--- config.mk ---
export PLATFORM = sky130hd
export DESIGN_NAME = alu_exec_unit_flat
export DESIGN_NICKNAME = d
export VERILOG_FILES = /design/src/rtl/alu_exec_unit_if.sv /design/src/rtl/alu_exec_unit.sv /design/src/flat_wrapper.sv
export SDC_FILE = /design/constraint.sdc
export NUM_CORES = 1
export LEC_CHECK = 0
export ABC_CLOCK_PERIOD_IN_PS = 3600
export CAP_MARGIN = 25
export CORE_MARGIN = 4
export CORE_UTILIZATION = 30
export CTS_BUF_LIST = sky130_fd_sc_hd__clkbuf_8
export CTS_CLUSTER_SIZE = 16
export DETAILED_ROUTE_END_ITERATION = 8
export GPL_TIMING_DRIVEN = 0
export PLACE_DENSITY_LB_ADDON = 0.12
export SETUP_SLACK_MARGIN = 0.02
export SYNTH_ARGS = -nofsm -noshare
export SYNTH_HDL_FRONTEND = slang
export SYNTH_SLANG_ARGS = --single-unit
--- constraint.sdc ---
create_clock -name clk -period 3.6 [get_ports clk]
set_clock_uncertainty 0.2 [all_clocks]
set_input_delay 0.36 -clock clk [delete_from_list [all_inputs] [get_ports clk]]
set_output_delay 0.36 -clock clk [all_outputs]
set_load 0.05 [all_outputs]
--- src/rtl/alu_exec_unit_if.sv ---
`default_nettype none
// ---------------------------------------------------------------------------
// alu_exec_unit_if : request/response bundle between operand read and ALU
// Revision: 1.0
// ---------------------------------------------------------------------------
interface alu_exec_unit_if #(
  parameter int WIDTH = 32,
  parameter int SHW   = 5
);
  logic             in_valid;
  logic             in_ready;
  logic [3:0]       ALUControl;
  logic [1:0]       FlagW;
  logic [WIDTH-1:0] SrcA;
  logic [WIDTH-1:0] SrcB;
  logic [SHW-1:0]   shamt;
  logic             out_valid;
  logic             out_ready;
  logic [WIDTH-1:0] Result;
  logic [3:0]       ALUFlags;

  modport master (
    output in_valid, ALUControl, FlagW, SrcA, SrcB, shamt, out_ready,
    input  in_ready, out_valid, Result, ALUFlags
  );

  modport slave (
    input  in_valid, ALUControl, FlagW, SrcA, SrcB, shamt, out_ready,
    output in_ready, out_valid, Result, ALUFlags
  );
endinterface
`default_nettype wire

--- src/rtl/alu_exec_unit.sv ---
`default_nettype none
// ---------------------------------------------------------------------------
// alu_exec_unit : single-cycle add/sub/logic, bit-serial shifts, NZCV flags
// Revision: 1.0
// ---------------------------------------------------------------------------
module alu_exec_unit #(
  parameter int WIDTH = 32,
  parameter int SHW   = 5
) (
  input  logic         clk,
  input  logic         reset,
  alu_exec_unit_if.slave bus
);

  localparam logic [3:0] C_OP_ADD = 4'b0000;
  localparam logic [3:0] C_OP_SUB = 4'b0001;
  localparam logic [3:0] C_OP_AND = 4'b0010;
  localparam logic [3:0] C_OP_ORR = 4'b0011;
  localparam logic [3:0] C_OP_XOR = 4'b0100;
  localparam logic [3:0] C_OP_NOT = 4'b0101;
  localparam logic [3:0] C_OP_LSL = 4'b0111;
  localparam logic [3:0] C_OP_LSR = 4'b1000;
  localparam logic [3:0] C_OP_ASR = 4'b1001;

  localparam logic [WIDTH:0] C_ONE = {{WIDTH{1'b0}}, 1'b1};

  typedef enum logic [1:0] {
    S_IDLE  = 2'd0,
    S_SHIFT = 2'd1,
    S_DONE  = 2'd2
  } state_e;

  state_e           state_q;
  logic             in_ready_q;
  logic             out_valid_q;
  logic [WIDTH-1:0] result_q;
  logic [3:0]       flags_q;
  logic [WIDTH-1:0] sh_q;
  logic [SHW-1:0]   cnt_q;
  logic [3:0]       op_q;
  logic [1:0]       flagw_q;

  logic [WIDTH:0]   sum_d;
  logic [WIDTH-1:0] alu_res_d;
  logic             alu_c_d;
  logic             alu_v_d;
  logic             alu_legal_d;
  logic             alu_shift_d;
  logic [WIDTH-1:0] sh_d;

  assign bus.in_ready  = in_ready_q;
  assign bus.out_valid = out_valid_q;
  assign bus.Result    = result_q;
  assign bus.ALUFlags  = flags_q;

  // Single-cycle datapath, evaluated on the live request operands.
  always_comb begin
    sum_d       = '0;
    alu_res_d   = '0;
    alu_c_d     = 1'b0;
    alu_v_d     = 1'b0;
    alu_legal_d = 1'b1;
    alu_shift_d = 1'b0;
    case (bus.ALUControl)
      C_OP_ADD: begin
        sum_d     = {1'b0, bus.SrcA} + {1'b0, bus.SrcB};
        alu_res_d = sum_d[WIDTH-1:0];
        alu_c_d   = sum_d[WIDTH];
        alu_v_d   = (bus.SrcA[WIDTH-1] == bus.SrcB[WIDTH-1]) &&
                    (alu_res_d[WIDTH-1] != bus.SrcA[WIDTH-1]);
      end
      C_OP_SUB: begin
        sum_d     = {1'b0, bus.SrcA} + {1'b0, ~bus.SrcB} + C_ONE;
        alu_res_d = sum_d[WIDTH-1:0];
        alu_c_d   = sum_d[WIDTH];
        alu_v_d   = (bus.SrcA[WIDTH-1] != bus.SrcB[WIDTH-1]) &&
                    (alu_res_d[WIDTH-1] != bus.SrcA[WIDTH-1]);
      end
      C_OP_AND: alu_res_d = bus.SrcA & bus.SrcB;
      C_OP_ORR: alu_res_d = bus.SrcA | bus.SrcB;
      C_OP_XOR: alu_res_d = bus.SrcA ^ bus.SrcB;
      C_OP_NOT: alu_res_d = ~bus.SrcB;
      C_OP_LSL, C_OP_LSR, C_OP_ASR: begin
        // A zero-length shift completes immediately with the operand unchanged.
        alu_res_d   = bus.SrcB;
        alu_shift_d = 1'b1;
      end
      default: alu_legal_d = 1'b0;
    endcase
  end

  // One-bit shift step applied to the working register.
  always_comb begin
    sh_d = sh_q;
    case (op_q)
      C_OP_LSL: sh_d = {sh_q[WIDTH-2:0], 1'b0};
      C_OP_LSR: sh_d = {1'b0, sh_q[WIDTH-1:1]};
      default:  sh_d = {sh_q[WIDTH-1], sh_q[WIDTH-1:1]};
    endcase
  end

  function automatic logic [3:0] merge_flags(
    input logic [WIDTH-1:0] r,
    input logic             c,
    input logic             v,
    input logic [1:0]       fw,
    input logic [3:0]       prev
  );
    logic [3:0] f;
    f = prev;
    if (fw[1]) begin
      f[3] = r[WIDTH-1];
      f[2] = (r == '0);
    end
    if (fw[0]) begin
      f[1] = c;
      f[0] = v;
    end
    return f;
  endfunction

  always_ff @(posedge clk) begin
    if (reset) begin
      state_q     <= S_IDLE;
      in_ready_q  <= 1'b1;
      out_valid_q <= 1'b0;
      result_q    <= '0;
      flags_q     <= 4'b0000;
      sh_q        <= '0;
      cnt_q       <= '0;
      op_q        <= 4'b0000;
      flagw_q     <= 2'b00;
    end else begin
      case (state_q)
        S_IDLE: begin
          if (bus.in_valid) begin
            in_ready_q <= 1'b0;
            if (alu_shift_d && (bus.shamt != '0)) begin
              sh_q    <= bus.SrcB;
              cnt_q   <= bus.shamt;
              op_q    <= bus.ALUControl;
              flagw_q <= bus.FlagW;
              state_q <= S_SHIFT;
            end else begin
              result_q <= alu_res_d;
              if (alu_legal_d) begin
                flags_q <= merge_flags(alu_res_d, alu_c_d, alu_v_d,
                                       bus.FlagW, flags_q);
              end
              out_valid_q <= 1'b1;
              state_q     <= S_DONE;
            end
          end
        end
        S_SHIFT: begin
          sh_q  <= sh_d;
          cnt_q <= cnt_q - SHW'(1);
          if (cnt_q == SHW'(1)) begin
            result_q    <= sh_d;
            flags_q     <= merge_flags(sh_d, 1'b0, 1'b0, flagw_q, flags_q);
            out_valid_q <= 1'b1;
            state_q     <= S_DONE;
          end
        end
        S_DONE: begin
          if (bus.out_ready) begin
            out_valid_q <= 1'b0;
            in_ready_q  <= 1'b1;
            state_q     <= S_IDLE;
          end
        end
        default: begin
          out_valid_q <= 1'b0;
          in_ready_q  <= 1'b1;
          state_q     <= S_IDLE;
        end
      endcase
    end
  end

endmodule
`default_nettype wire

--- src/flat_wrapper.sv ---
// flat-port wrapper written by rule: the top's interface ports become plain ports
module alu_exec_unit_flat 
#(
  parameter int WIDTH = 32,
  parameter int SHW   = 5
)
  (clk, reset, bus_in_valid, bus_ALUControl, bus_FlagW, bus_SrcA, bus_SrcB, bus_shamt, bus_out_ready, bus_in_ready, bus_out_valid, bus_Result, bus_ALUFlags);
  alu_exec_unit_if #(.WIDTH(WIDTH), .SHW(SHW)) bus_i ();
  input  logic clk;
  input  logic reset;
  input wire logic [$bits(bus_i.in_valid)-1:0] bus_in_valid;
  input wire logic [$bits(bus_i.ALUControl)-1:0] bus_ALUControl;
  input wire logic [$bits(bus_i.FlagW)-1:0] bus_FlagW;
  input wire logic [$bits(bus_i.SrcA)-1:0] bus_SrcA;
  input wire logic [$bits(bus_i.SrcB)-1:0] bus_SrcB;
  input wire logic [$bits(bus_i.shamt)-1:0] bus_shamt;
  input wire logic [$bits(bus_i.out_ready)-1:0] bus_out_ready;
  output wire logic [$bits(bus_i.in_ready)-1:0] bus_in_ready;
  output wire logic [$bits(bus_i.out_valid)-1:0] bus_out_valid;
  output wire logic [$bits(bus_i.Result)-1:0] bus_Result;
  output wire logic [$bits(bus_i.ALUFlags)-1:0] bus_ALUFlags;
  assign bus_i.in_valid = bus_in_valid;
  assign bus_i.ALUControl = bus_ALUControl;
  assign bus_i.FlagW = bus_FlagW;
  assign bus_i.SrcA = bus_SrcA;
  assign bus_i.SrcB = bus_SrcB;
  assign bus_i.shamt = bus_shamt;
  assign bus_i.out_ready = bus_out_ready;
  assign bus_in_ready = bus_i.in_ready;
  assign bus_out_valid = bus_i.out_valid;
  assign bus_Result = bus_i.Result;
  assign bus_ALUFlags = bus_i.ALUFlags;
  alu_exec_unit #(.WIDTH(WIDTH), .SHW(SHW)) u_core (.clk(clk), .reset(reset), .bus(bus_i));
endmodule
==> flow_summary.yaml, run 1 <==
clock_tree:
  hold_buffers: 0
  cts_max_level: 3
  path_clk_slew_ns: 0.09
  cts_tree: "yes"
  numCtsBuffers: 9
  cts_buffer_depth: 2
  clk_latency_ns: 0.37
  cts_sinks: 83
  cts_root_buf: "clkbuf_8"
sta:
  clock.fmax_ghz: 0.279
  holdWs_ns: 0.147
  final.period_utilization_pct: 99.5
  timing.slew.headroom_pct: 35.0
  finalCriticalPeriod_ns: 3.58
  slew_violations: 0
  max_slew.worst_pin.slew_ns: 0.971
  rsz0062_at_grt: "yes"
  finalHoldViolCount: 0
  finalSetupViolCount: 0
setup_path:
  crit_path_end_kind: "register"
  start_kind: "input pin"
  crit_path_max_incr_delay_ns: 0.41
  crit_top_cell: "a221o_1"
  crit_fanout: 10
  critPathBufInv: 3
  worstPathCellList: "dlygate4sd2_1, inv_1, ha_4, buf_6, nor4_4, o21ai_2, o311ai_2, a21oi_4, a221o_1, a221o_1, nor4bb_4, and4b_1, nand4_1, nor4_2, a31o_1"
  crit_type: "input pin to register"
  worst_ep_required_time_ns: 3.71
  ff2ff_setup_slack_ns: 0.16
  cpLargestDelayFamily: "simple AND/OR/NAND/NOR gates"
  cp.arrival_ns: 3.70
  slowest_stage: "a221o_1"
routing:
  drtIter0Drc: 1426
  dr.pass1.iters: 6
  drc_errors: 0
  drt_wl_total_um: 50700
  wl_per_cell_um: 24.0
  postRouteAntennaNets: 0
  viasPerCell: 5.93
  num_vias: 12500
status:
  outcome: "finished clean"
global_routing:
  overflow: 0
  first_global_vias: 12000
  antenna_found_initial: 0
  gr-usage-all-layers_pct: 25.3
  grt_max_degree: 17
  grt_pass1_wl_um: 75300
floorplan:
  rows: 67
  start_util_pct: 30.7
  io_pins: 117
  dieWidth_um: 194
  core_mm2: 0.0339
  dieHeight_um: 194
  dieArea_mm2: 0.0377
synth:
  mappedNetlistArea_mm2: 0.0104
  netlist_instances: 1493
  synth_enable_flop_cells: 0
  seq_area_frac_synth_pct: 16.0
  synthArstFlopShare_pct: 0
  synth_ff_type: "dfxtp_1"
  synth_cell_types: 105
  synth_area_per_cell_um2: 6.97
  ys_ff_latch: 83
  synthesis.nets: 1672
  yosys_warnings: 0
placed_design:
  numPortBuffers: 114
  dp_hpwl_um: 39500
  place_inst: 2057
  gp_congestion: 0.934
power:
  p_leak_nw: 5.35
  ir_drop_mv: 0.158
  power_density_mw_per_mm2: 271
flow_run:
  drv_cap: 0
finish:
  final_cell_mix: "nand2_1, a21oi_1, nor2_1"
  multiInputGateArea_mm2: 0.00883
  antenna_cells: 0
  syn_to_final_growth_pct: 31.1
  final_common_cell: "nand2_1"
  fill_cells: 3648
  fin_nets: 1840
  layoutNonFillerInstCount: 2114
  ff_latch_area_mm2: 0.00166
  final_layout_size_suffix_gt1_share_pct: 18.8
min_path:
  hp-class: "input pin to register"
## metrics by stage
step           power, W  TNS (ns)  cell area [um2]  util (%)  worst slack [ns]
5_1_grt         0.00389   -0.0645            13600      40.3           -0.0645
4_1_cts         0.00354   -0.0561            13200      38.9           -0.0561
2_1_floorplan   0.00209         0            10400         -             0.101
3_3_place_gp    0.00270    -63.54            12100      35.7             -1.27
6_report        0.00369         0            13600      40.3            0.0168
3_5_place_dp    0.00271    -62.45            12100      35.8             -1.28
## cell usage after synthesis (16+ instances only)
library cell    n  share of area, %
clkbuf_1       65               2.3
buf_2          20              0.96
mux2i_1        30               2.9
a211oi_1       21               1.5
nand3_1        28               1.3
o211ai_1       28               2.0
dfxtp_1        83                16
ha_1           98                12
nand4_1        16              0.96
nor2_1        151               5.4
o21bai_1       16               1.2
a21oi_1       166               8.0
a221oi_1       23               1.9
inv_1         109               3.9
nor3_1         21               1.0
nor4_1         21               1.3
nor2b_1        17               1.0
o21ai_0        63               3.0
nand2_1       194               7.0
## worst min-delay path: stages
cell and delay (ns):
buf_4 0.15, nand2_1 0.07, a311oi_1 0.09
## cells by family (layout without fill, tap and decap cells)
| kind of cell | Yosys count | after routing | share of synthesized area (%) |
|---|---|---|---|
| buf+inv | 211 | 384 | 8.43 |
| simple gates | 534 | 534 | 24.3 |
| mux | 33 | 33 | 3.21 |
| compound gates | 522 | 522 | 35.0 |
| xor+xnor | 10 | 10 | 0.842 |
| flops | 83 | 83 | 16.0 |
| fa+ha+maj | 100 | 100 | 12.2 |
## where the power goes
group	total, W	switching [W]	internal (W)
Combinational	0.00202	0.00127	0.000750
Clock	0.000655	0.000394	0.000260
Sequential	0.00102	0.0000427	0.000974
Total	0.00369	0.00171	0.00198
## routing by layer
metal  routed length, um  GRT usage, %  share of wire [%]
met5                   0             0                  0
met4                1670          7.19                3.3
met3                3700          3.32                7.3
met2               22900          41.2                 45
met1               22500          35.2                 44
## final cells by class
class | count | area share, %
flip-flops and latches | 83 | 12.2
well taps | 448 | 4.11
multi-input cells | 1199 | 64.8
inverters | 110 | 3.07
repair buffers | 160 | 10.3
clock inverters | 7 | 0.431
plain buffers | 98 | 4.22
clock buffers | 9 | 0.909
## registers in the layout, summed over array words and instances, names as in the netlist
name,flops
u_core.bus.ALUFlags,4
u_core.sh_q,32
u_core.cnt_q,5
u_core.op_q,4
u_core.bus.in_ready,1
u_core.bus.out_valid,1
u_core.bus.Result,32
u_core.flagw_q,2
u_core.state_q,2
## final timing paths
check,end,from,cells past startpoint
setup / recovery,u_core.bus.ALUFlags[2],bus_SrcA[10],15
hold / removal,u_core.sh_q[0],bus_SrcB[0],3
setup reg to reg,u_core.bus.ALUFlags[2],u_core.cnt_q[1],13
hold reg to reg,u_core.bus.Result[6],u_core.bus.Result[6],2
## what timing repair did
action	4_1_cts	5_1_grt
pin swaps	38	50
endpoints found under the setup margin	80	49
cloned	1	0
gates resized for setup	220	142
buffers inserted	25	18
endpoints found under the hold margin	0	0
(Power assumes the default switching activity.)
==> run 2: changes to the inputs <==
--- a/config.mk
+++ b/config.mk
@@ -5,7 +5,7 @@
 export SDC_FILE = /design/constraint.sdc
 export NUM_CORES = 1
 export LEC_CHECK = 0
-export ABC_CLOCK_PERIOD_IN_PS = 3600
+export ABC_CLOCK_PERIOD_IN_PS = 2900
 export CAP_MARGIN = 25
 export CORE_MARGIN = 4
 export CORE_UTILIZATION = 30
@@ -13,7 +13,6 @@
 export CTS_CLUSTER_SIZE = 16
 export DETAILED_ROUTE_END_ITERATION = 8
 export GPL_TIMING_DRIVEN = 0
-export PLACE_DENSITY_LB_ADDON = 0.12
 export SETUP_SLACK_MARGIN = 0.02
 export SYNTH_ARGS = -nofsm -noshare
 export SYNTH_HDL_FRONTEND = slang
==> constraint.sdc (replaced) <==
create_clock -name clk -period 2.9 [get_ports clk]
set_clock_uncertainty 0.2 [all_clocks]
set_input_delay 0.29 -clock clk [delete_from_list [all_inputs] [get_ports clk]]
set_output_delay 0.29 -clock clk [all_outputs]
set_load 0.05 [all_outputs]
==> run 2 against run 1 <==
The flow now finishes with violations (negative setup slack). Core utilization rose by 5.3 points. Largest cell class unchanged. Clock power is 33% higher. Sequential share of layout area down 1.4 points. Register-to-register slack got worse by 0.58 ns. Worst setup slack worse by 0.51 ns. Critical endpoint is now u_core.bus.Result[28]. Sequential power increased by 25%. Critical path depth rose by 4. Flip-flop and latch count is the same. Worst hold slack worse by 0.13 ns. Combinational power rose by 48%. Die area did not move. Final cell count grew 3.7%.
==> flow_summary.yaml, run 2 (synthesized netlist as in run 1, its figures left out) <==
status:
  outcome: "complete, but fails checks"
  failed_checks: "negative setup slack"
setup_path:
  r2r_start: "u_core.state_q[1]"
  r2r_end: "u_core.bus.ALUFlags[2]"
  cp.arrival_ns: 3.43
  ff2ff_setup_slack_ns: -0.42
  rr_worst_depth: 12
  worst_ep_required_time_ns: 2.94
  crit_type: "input pin to register"
  crit_path_end_kind: "register"
  crit_fanout: 2
  start_kind: "input pin"
routing:
  drtIter0Drc: 1584
  wl_met1_um: 21900
  viasPerCell: 6.06
  wl_met3_um: 4560
  dr.pass1.iters: 6
  highest_layer: "met4"
  wl_met2_um: 23000
  num_vias: 13300
  wl_per_cell_um: 23.7
  postRouteAntennaNets: 0
  drc_errors: 0
  drt_wl_total_um: 51900
finish:
  final_cell_mix: "nand2_1, nor2_1, a21oi_1"
  antenna_cells: 0
  final_common_cell: "nand2_1"
  final_layout_size_suffix_gt1_share_pct: 32.3
  layoutNonFillerInstCount: 2192
  fin_nets: 1918
  utilization_pct: 45.5
  syn_to_final_growth_pct: 48.2
placed_design:
  numPortBuffers: 114
  gp_congestion: 0.994
  dp_slack_ns: -1.80
  dp_hpwl_um: 38400
  place_inst: 2058
sta:
  clock.fmax_ghz: 0.294
  rsz0062_at_grt: "yes"
  final.period_utilization_pct: 117
  max_slew.worst_pin.slew_ns: 0.853
  finalHoldViolCount: 0
  worst_slack_ns: -0.496
  timing.slew.headroom_pct: 43.0
  finalCriticalPeriod_ns: 3.40
  finalSetupViolCount: 17
  slew_violations: 0
clock_tree:
  cts_tree: "yes"
  path_clk_slew_ns: 0.09
  cts_sinks: 83
  cts_max_level: 3
  clk_latency_ns: 0.37
  numCtsBuffers: 9
  cts_root_buf: "clkbuf_8"
  cts_buffer_depth: 2
min_path:
  min_to: "u_core.sh_q[10]"
  holdCritStartpoint: "bus_SrcB[10]"
  hp-class: "input pin to register"
  whs_path_depth: 3
power:
  ir_drop_mv: 0.208
  p_leak_nw: 5.95
  power_density_mw_per_mm2: 332
global_routing:
  first_global_vias: 12900
  grt_pass1_wl_um: 77500
  antenna_found_initial: 0
  overflow: 0
  grt_max_degree: 16
  gr-usage-all-layers_pct: 25.7
floorplan:
  start_util_pct: 30.7
  rows: 67
  dieArea_mm2: 0.0377
  dieWidth_um: 194
  core_mm2: 0.0339
  dieHeight_um: 194
  io_pins: 117
flow_run:
  drv_cap: 0
==> run 2: changes by cell type in the layout (fill, tap and decap cells not counted), sizes merged <==
cell,before,now
clkbuf,82,70
bufbuf,0,1
inv,113,109
clkinvlp,2,3
dlygate4sd2,15,6
buf,88,197
clkinv,2,4
dlymetal6s2s,7,5
clkdlybuf4s50,70,59
dlygate4sd3,0,2
bufinv,0,1
==> run 2: per-stage QoR <==
stage | hold slack, ns | cell area (um2) | total power [W] | setup TNS [ns]
floorplan | 0.226 | 10500 | 0.00261 | -1.24
global placement | 0.242 | 12200 | 0.00334 | -105.05
detailed placement | 0.246 | 12200 | 0.00336 | -103.18
CTS | 0.0230 | 14600 | 0.00484 | -4.31
global route | 0.0194 | 15400 | 0.00535 | -5.53
finish | 0.0156 | 15400 | 0.00512 | -4.38
==> run 2: worst max-delay path by stage <==
| stage | startpoint | end | cells past startpoint | slack (ns) |
|---|---|---|---|---|
| 6_report | bus_SrcB[0] | u_core.bus.Result[28] | 19 | -0.50 |
| 5_1_grt | bus_SrcB[0] | u_core.bus.ALUFlags[2] | 17 | -0.58 |
| 4_1_cts | bus_SrcA[0] | u_core.bus.ALUFlags[2] | 16 | -0.49 |
| 3_5_place_dp | bus_SrcB[0] | u_core.bus.ALUFlags[2] | 15 | -1.80 |
| 3_3_place_gp | bus_SrcB[0] | u_core.bus.ALUFlags[2] | 15 | -1.85 |
| 2_1_floorplan | bus_SrcB[1] | u_core.bus.ALUFlags[2] | 13 | -0.33 |
==> run 2: per-layer routing <==
layer	up-vias	GRT usage, %
met5	-	0
met4	0	10.7
met2	778	40.4
li1	5943	-
met3	179	4.57
met1	6377	34.8
==> run 2: report_power, final <==
group / internal [W] / switching, W / total (W)
Combinational: 0.00122 / 0.00177 / 0.00299
Sequential: 0.00121 / 0.0000564 / 0.00127
Clock: 0.000404 / 0.000466 / 0.000869
Total: 0.00283 / 0.00229 / 0.00512
==> run 2: worst max-delay path: stages <==
cell       delay (ns)
buf_12           0.08
ha_4             0.14
inv_2            0.04
fa_2             0.36
nor2b_4          0.15
o2111ai_4        0.17
a2111oi_4        0.32
buf_4            0.17
buf_6            0.10
o41ai_4          0.07
o31a_1           0.32
o41a_1           0.36
mux2i_1          0.15
nor3_2           0.20
buf_4            0.16
buf_6            0.09
nor2_4           0.03
o21ai_2          0.13
a21oi_1          0.09
==> run 2: timing repair <==
item	4_1_cts	5_1_grt
hold buffers	2	0
gates cloned	3	0
pin swaps	137	98
setup endpoints to repair	80	49
resized for setup	573	179
buffers inserted	88	35
endpoints found under the hold margin	2	0
==> run 2: final cells by class <==
cell class | count | area (um2)
Fill cell | 3378 | 18500
Timing Repair Buffer | 243 | 2210
Tap cell | 448 | 561
Buffer | 93 | 631
Inverter | 110 | 453
Multi-Input combinational cell | 1199 | 9690
Sequential cell | 83 | 1660
Clock inverter | 7 | 77.6
Clock buffer | 9 | 124
==> RTL edit, RTL diff (config.mk and constraints of run 1) <==
`WIDTH` is set to 32 in 3 places; all go to 28.
--- a/src/rtl/alu_exec_unit_if.sv
+++ b/src/rtl/alu_exec_unit_if.sv
@@ -4,7 +4,7 @@
 // Revision: 1.0
 // ---------------------------------------------------------------------------
 interface alu_exec_unit_if #(
-  parameter int WIDTH = 32,
+  parameter int WIDTH = 28,
   parameter int SHW   = 5
 );
   logic             in_valid;
--- a/src/rtl/alu_exec_unit.sv
+++ b/src/rtl/alu_exec_unit.sv
@@ -4,7 +4,7 @@
 // Revision: 1.0
 // ---------------------------------------------------------------------------
 module alu_exec_unit #(
-  parameter int WIDTH = 32,
+  parameter int WIDTH = 28,
   parameter int SHW   = 5
 ) (
   input  logic         clk,
--- a/src/flat_wrapper.sv
+++ b/src/flat_wrapper.sv
@@ -1,7 +1,7 @@
 // flat-port wrapper written by rule: the top's interface ports become plain ports
 module alu_exec_unit_flat 
 #(
-  parameter int WIDTH = 32,
+  parameter int WIDTH = 28,
   parameter int SHW   = 5
 )
   (clk, reset, bus_in_valid, bus_ALUControl, bus_FlagW, bus_SrcA, bus_SrcB, bus_shamt, bus_out_ready, bus_in_ready, bus_out_valid, bus_Result, bus_ALUFlags);
Ports: changed (resized bus_Result, bus_SrcA and bus_SrcB); port bits go from 117 to 105. The function was not compared with the original's and may differ.
==> RTL edit against run 1 <==
  * Maximum frequency is 0.39% lower
  * Combinational power is 16% lower
  * Synthesized area is 14% lower
  * Sequential power is 9% lower
  * Synthesized cell count is 11% lower
  * Final area is 15% lower
  * Routed wire length is 16% lower
  * Worst setup slack worse by 0.014 ns
  * Non-clock buffer count is 24 lower
  * Die area is 13% lower
  * First-iteration DRC count is 18% lower
  * Sequential cell count is 8 lower
  * Power is 12% lower
  * Critical endpoint unchanged
==> RTL edit: results (changes against run 1) <==
| Metric | Value |
|---|---|
| Status | `complete, no violations` |
| FILL cells | `3135 (-14%)` |
| Post-synthesis sequential area ratio | `0.168 (+0.00791)` |
| Total Routing Usage GR | `0.245 (-0.00828)` |
| Input/output buffers | `104 (-8.8%)` |
| Vias in the first global route | `10400 (-14%)` |
| Compound-Gate Fraction of Synth Area | `0.345 (-0.00542)` |
| PostCTS Resize Cnt | `202 (-8.2%)` |
| Setup Buffers After CTS | `19 (-24%)` |
| Post-Synth Adder-Cell Area | `0.125 (+0.00289)` |
| Layout cell share with drive strength beyond 1 | `0.156 (-0.0330)` |
| Post-Place Cells | `1812 (-12%)` |
| Gate Count Post-Synth | `1322 (-11%)` |
| Area contributors post-synth | `dfxtp_1 (17%), ha_1 (12%), a21oi_1 (8.3%)` |
| R2R Setup Slk | `0.18 ns (+0.02 ns)` |
| Lkg Pwr | `0.00469 uW (-12%)` |
| Routability Congestion | `0.955 (+2.2%)` |
| Slowest-stage cell, CP | `a2111o_1` |
| Syn nets | `1481 (-11%)` |
| WL final | `42500 um (-16%)` |
| Fin nets | `1633 (-11%)` |
| Commonest cells post-synth | `nor2_1 (165), nand2_1 (154), a21oi_1 (148)` |
| Crit path time final | `3.60 ns (+0.0139 ns)` |
| Worst Max-Slew Pin Slew | `0.915 ns (-0.0567 ns)` |
| Routed via count | `10900 (-13%)` |
| Hold endpoint | `u_core.sh_q[8]$_SDFFE_PP0P_` |
| Xor/xnor share of the synthesized area | `0.00978 (+0.00136)` |
| Area after DPL | `10500 sq um (-13%)` |
| Crit path launch | `bus_SrcB[5]` |
| Mux cell area share after synthesis | `0.0203 (-0.0119)` |
| CP top delay family | `compound AO/OA/AOI/OAI gates` |
| Worst VDD drop | `0.175 mV (+10%)` |
| Hold Slack | `0.0981 ns (-0.0489 ns)` |
[RTL edit: cell types whose count changed after synthesis, moves of 12 or more]
cell / delta
inv_1: -15
nand2_1: -40
o211ai_1: -12
mux2i_1: -13
ha_1: -12
nor2_1: +14
a21oi_1: -18
[RTL edit: area by class of cell]
class / count / area [sq um] / area share
multi-input cells: 1057 / 7280 / 0.627
plain buffers: 84 / 477 / 0.0410
well taps: 384 / 480 / 0.0414
clock buffers: 10 / 138 / 0.0119
repair buffers: 150 / 1330 / 0.114
clock inverters: 6 / 42.5 / 0.00366
inverters: 97 / 369 / 0.0318
flip-flops and latches: 75 / 1500 / 0.129
[RTL edit: where the power goes]
part | total (uW) | internal [uW] | switching (uW)
sequential | 926 | 884 | 42.2
combinational | 1700 | 631 | 1070
clock | 614 | 268 | 346
[RTL edit: layer usage]
layer,GRT usage,up-vias,wire (um)
met5,0,-,0
met3,0.0354,83,2930
met1,0.339,5243,19200
met4,0.0792,0,1510
li1,-,5111,-
met2,0.393,495,18900
